`config.mk`:
```
export PLATFORM = sky130hd
export DESIGN_NAME = regfile_mp
export DESIGN_NICKNAME = d
export VERILOG_FILES = /design/src/rtl/regfile_mp.sv
export SDC_FILE = /design/constraint.sdc
export NUM_CORES = 2
export LEC_CHECK = 0
export ABC_AREA = 0
export CAP_MARGIN = 20
export CORE_MARGIN = 1
export CORE_UTILIZATION = 30
export CTS_CLUSTER_SIZE = 30
export DETAILED_ROUTE_END_ITERATION = 10
export SYNTH_ARGS = -nofsm -noshare
export SYNTH_HDL_FRONTEND = slang
export SYNTH_SLANG_ARGS = --single-unit
```
`constraint.sdc`:
```
create_clock -name clk -period 4.2 [get_ports clk]
set_input_delay 0.84 -clock clk [delete_from_list [all_inputs] [get_ports clk]]
set_output_delay 0.84 -clock clk [all_outputs]
set_load 0.05 [all_outputs]
```
`src/rtl/regfile_mp.sv`:
```
`default_nettype none
// ============================================================================
// Module      : regfile_mp
// Description : Multi-port register file with two write ports (ALU and load
//               writeback) and NRD combinational read ports. A busy
//               scoreboard is set on load issue and cleared by load
//               writeback. Register 0 is hardwired to zero.
//               Optional macro REGFILE_MP_BYPASS_EN compiles in
//               write-to-read forwarding on the read ports.
// Revision    : 1.0 - initial release
// ============================================================================
module regfile_mp #(
  parameter int DATA_W = 32,
  parameter int ADDR_W = 5,
  parameter int NRD    = 2
) (
  input  logic                     clk,
  input  logic                     rst,
  input  logic                     wren0,
  input  logic [ADDR_W-1:0]        wr0,
  input  logic [DATA_W-1:0]        wd0,
  input  logic                     wren1,
  input  logic [ADDR_W-1:0]        wr1,
  input  logic [DATA_W-1:0]        wd1,
  input  logic                     iss_en,
  input  logic [ADDR_W-1:0]        iss_addr,
  input  logic [NRD*ADDR_W-1:0]    rr,
  output logic [NRD*DATA_W-1:0]    rd,
  output logic [NRD-1:0]           rbusy,
  output logic                     stall,
  output logic [DATA_W-1:0]        v0
);

  localparam int c_DEPTH = 2 ** ADDR_W;

  logic [DATA_W-1:0]  r_regs [c_DEPTH];
  logic [c_DEPTH-1:0] r_busy;

  // Register storage: port 1 wins over port 0 on the same address; entry 0
  // is only ever cleared, so it stays zero.
  always_ff @(posedge clk or negedge rst) begin
    if (!rst) begin
      for (int i = 0; i < c_DEPTH; i++) begin
        r_regs[i] <= '0;
      end
    end else begin
      for (int i = 1; i < c_DEPTH; i++) begin
        if (wren1 && (wr1 == ADDR_W'(i))) begin
          r_regs[i] <= wd1;
        end else if (wren0 && (wr0 == ADDR_W'(i))) begin
          r_regs[i] <= wd0;
        end
      end
    end
  end

  // Busy scoreboard: a new issue beats a same-edge load writeback; bit 0
  // never sets.
  always_ff @(posedge clk or negedge rst) begin
    if (!rst) begin
      r_busy <= '0;
    end else begin
      for (int i = 1; i < c_DEPTH; i++) begin
        if (iss_en && (iss_addr == ADDR_W'(i))) begin
          r_busy[i] <= 1'b1;
        end else if (wren1 && (wr1 == ADDR_W'(i))) begin
          r_busy[i] <= 1'b0;
        end
      end
    end
  end

  generate
    for (genvar k = 0; k < NRD; k++) begin : g_rd
      logic [ADDR_W-1:0] w_addr;
      logic [DATA_W-1:0] w_data;
      logic              w_busy;

      assign w_addr = rr[k*ADDR_W +: ADDR_W];

      // Per-port read: stored value, optionally overridden by same-cycle
      // write data (never while reset is held).
      always_comb begin
        w_data = '0;
        w_busy = 1'b0;
        if (w_addr != '0) begin
          w_data = r_regs[w_addr];
          w_busy = r_busy[w_addr];
`ifdef REGFILE_MP_BYPASS_EN
          if (rst && wren1 && (wr1 == w_addr)) begin
            w_data = wd1;
            w_busy = 1'b0;
          end else if (rst && wren0 && (wr0 == w_addr)) begin
            w_data = wd0;
          end
`endif
        end
      end

      assign rd[k*DATA_W +: DATA_W] = w_data;
      assign rbusy[k]               = w_busy;
    end
  endgenerate

  assign stall = |rbusy;
  assign v0    = r_regs[2];

endmodule
`default_nettype wire

```
==> metrics.md <==
| Metric | Value |
|---|---|
| Post-synthesis sequential area ratio | `39.4%` |
| Proportion of layout cells with a drive suffix above 1 | `18.3%` |
| Residual DRC | `0` |
| Max-slew violation count | `0` |
| # clock sinks | `1,023` |
| Outcome | `complete, no violations` |
| Vias/cell | `5.83` |
| Synth top area share | `39.4%` |
| Netlist Area Pre-Place | `0.0649 mm²` |
| Die area | `0.218 mm²` |
| Total GRT Usage | `23.8%` |
| EDFF count, synth | `0` |
| GPL Wtd Cong | `0.887` |
| Remaining global-route overflow | `0` |
| Iteration-0 DRC Markers | `7,084` |
| CTS tree | `built` |
| Die span in y | `467 µm` |
| Worst-Margin Slew | `1.05 ns` |
| Fin nets | `6,595` |
| CTS Root Cell | `clkbuf_16` |
| Clk Latency, worst-skew pair | `0.77 ns` |
| Worst Path Max Fanout | `23` |
| Asr flop ratio synth | `100%` |
| Complex-gate fraction of the synthesized area | `12.7%` |
| Post-synth top area cell | `dfrtp_1` |
| Static leakage | `33.2 nW` |
| First-pass GRT wire length | `384,000 µm` |
| Arr. time, crit path | `3.33 ns` |
| Fmax achieved | `240 MHz` |
| Rel. slew slack | `29.5%` |
| Post-synth net total | `6,696` |
| Required @ worst endpoint | `3.36 ns` |
| Post-DP HPWL | `165,000 µm` |
| Yosys cell types | `54` |
| Area grow syn2layout | `17.8%` |
| Sequential cell area | `0.0256 mm²` |
| # rows | `170` |
| Number of fill cells | `21,300` |
| Max_cap viols | `0` |
| Worst Setup Path Type | `in -> out` |
| Commonest non-fill, non-tap cell in the layout | `mux2i_1` |
| Hold crit path type | `in -> async` |
| Post-synth top flop | `dfrtp_1` |
| CTS H-Tree Depth | `3` |
| Synth Area in XOR/XNOR | `0%` |
| Fin Setup TNS | `0 ns` |
| Synthesized flop and latch total | `1,023` |
| Util after Layout | `35.6%` |
| Hold slack | `0.0975 ns` |
| Pin count of the biggest net entering global routing | `82` |
| Most area-consuming cells after synthesis | `dfrtp_1, mux2i_1, mux4_2, a21oi_1, nor2_1` |
| Placed Instances | `9,212` |
| Commonest non-fill, non-tap cells in the layout | `mux2i_1, dfrtp_1, nor2_1, a21oi_1, nand2_1` |
| Final hold vios | `0` |
| Routed vias | `55,100` |
| First-pass DRT Iterations | `9` |
| Initial antenna violation count | `12` |
| Gate Count Post-Synth | `6,602` |
| Power, Total | `36.2 mW` |
| Multiplexer share of the synthesized area | `32.1%` |
| Fin cells | `9,447` |
| Ports | `193` |
| Worst-case clock buffer depth | `3` |
| Final period util | `99.3%` |
| Simple-gate share of the synthesized area | `10.1%` |
| Largest family of logic cells by synthesized area | `multiplexers` |
| Post-CTS Setup Repair Bufs | `0` |
| Worst setup SP type | `input port` |
| Vias in the first global route | `53,900` |
| WL per Instance | `28.0 µm` |
| Adder-Cell Fraction of Synth Area | `0%` |
| Buffers on Ports | `192` |
| # setup viols final | `0` |
| Cts hold-fix bufs | `0` |
| Core Area | `0.215 mm²` |
| Fin crit period | `4.17 ns` |
| Resize count post-CTS | `0` |
| Multi-input gate area | `0.0360 mm²` |
| Synth warn | `33` |
| Peak supply drop | `0.344 mV` |
| Total CTS buffers | `117` |
| Antenna Nets Post-Route | `0` |
| Clk_skew | `0 ns` |
| Syn Area/Cell | `9.83 µm²` |
| PD cells | `474 mW/mm²` |
| Starting Density | `30.2%` |
| Die width | `467 µm` |
| Setup crit end kind | `output port` |
| Clock transition at the registers of the reported paths | `0.06 ns` |
| RSZ-0062 raised after global routing | `false` |
| Drt total wl | `264,000 µm` |
-- through the flow --
step	area, µm²	setup WS [ns]
2_1_floorplan	64900	0.263
3_3_place_gp	71500	0.0275
3_5_place_dp	72100	0.0484
4_1_cts	76200	0.0481
5_1_grt	76400	0.0606
6_report	76400	0.0288
-- final timing paths --
kind / depth (start not counted) / to / slack, ns / from
max: 8 / rd[13] / 0.03 / rr[1]
min: 1 / r_busy[3] / 0.1 / rst
max reg2reg: 2 / v0[3] / 3.26 / v0[3]
min reg2reg: 2 / r_busy[23] / 0.50 / r_busy[23]
max in group asynchronous: 3 / r_regs[623] / 2.75 / rst
min in group clk: 2 / r_busy[23] / 0.50 / r_busy[23]
-- layout make-up --
class	instances	share of cell area, %
antenna	10	0.0327
clock buffer	169	4.52
clock inverter	48	0.918
inverter	11	0.0671
multi-input combinational	4770	47.1
sequential	1023	33.5
tap	2838	4.64
timing repair buffer	578	9.18
-- critical path, cell delays in order --
cell	delay, ns
buf_8	0.29
buf_4	0.24
mux2_2	0.33
a22oi_1	0.42
nor2_1	0.08
o21ai_0	0.43
o21ai_0	0.34
buf_4	0.29
-- where the power goes --
group	internal (mW)	switching (mW)
Clock	6.52	4.66
Combinational	5.19	5.05
Sequential	12.5	2.29
Total	24.2	12.0
-- layer usage --
metal	vias to the layer above	wire length (µm)	GRT usage (%)
li1	23500	-	-
met1	27500	106000	31.6
met2	3338	119000	36.8
met3	713	26900	5.28
met4	6	12800	10.8
met5	-	34	0
-- cells by family after synthesis --
| kind of cell | Yosys count |
|---|---|
| and+or+nand+nor | 1659 |
| muxes | 1658 |
| AOI/OAI and AO/OA | 1453 |
| DFF | 1023 |
| buffers and inverters | 809 |
-- registers in the layout (all words and copies together), names as in the netlist --
register / count
r_busy: 31
v0: 32
r_regs: 960
-- Yosys cell counts (3+ instances only) --
| master | n |
|---|---|
| buf_2 | 177 |
| nor3_2 | 3 |
| and3_1 | 5 |
| clkbuf_1 | 467 |
| a22o_1 | 8 |
| nor3_1 | 5 |
| nand2_1 | 662 |
| nor2b_1 | 16 |
| nand4_1 | 4 |
| a32o_1 | 3 |
| a22oi_1 | 65 |
| mux2_2 | 143 |
| o31ai_1 | 3 |
| o211ai_1 | 64 |
| nor2_1 | 847 |
| buf_4 | 86 |
| buf_1 | 58 |
| nor2_2 | 6 |
| inv_1 | 11 |
| nand3_1 | 76 |
| a221oi_1 | 32 |
| a21oi_1 | 771 |
| a211o_1 | 32 |
| o21ai_1 | 18 |
| and2_1 | 7 |
| a222oi_1 | 4 |
| mux2i_1 | 1189 |
| mux4_2 | 326 |
| nand3b_1 | 3 |
| dfrtp_1 | 1023 |
| o221ai_1 | 64 |
| o22ai_1 | 34 |
| o21ai_0 | 347 |
| buf_6 | 7 |
| nand2b_1 | 11 |
(Power assumes the default switching activity.)
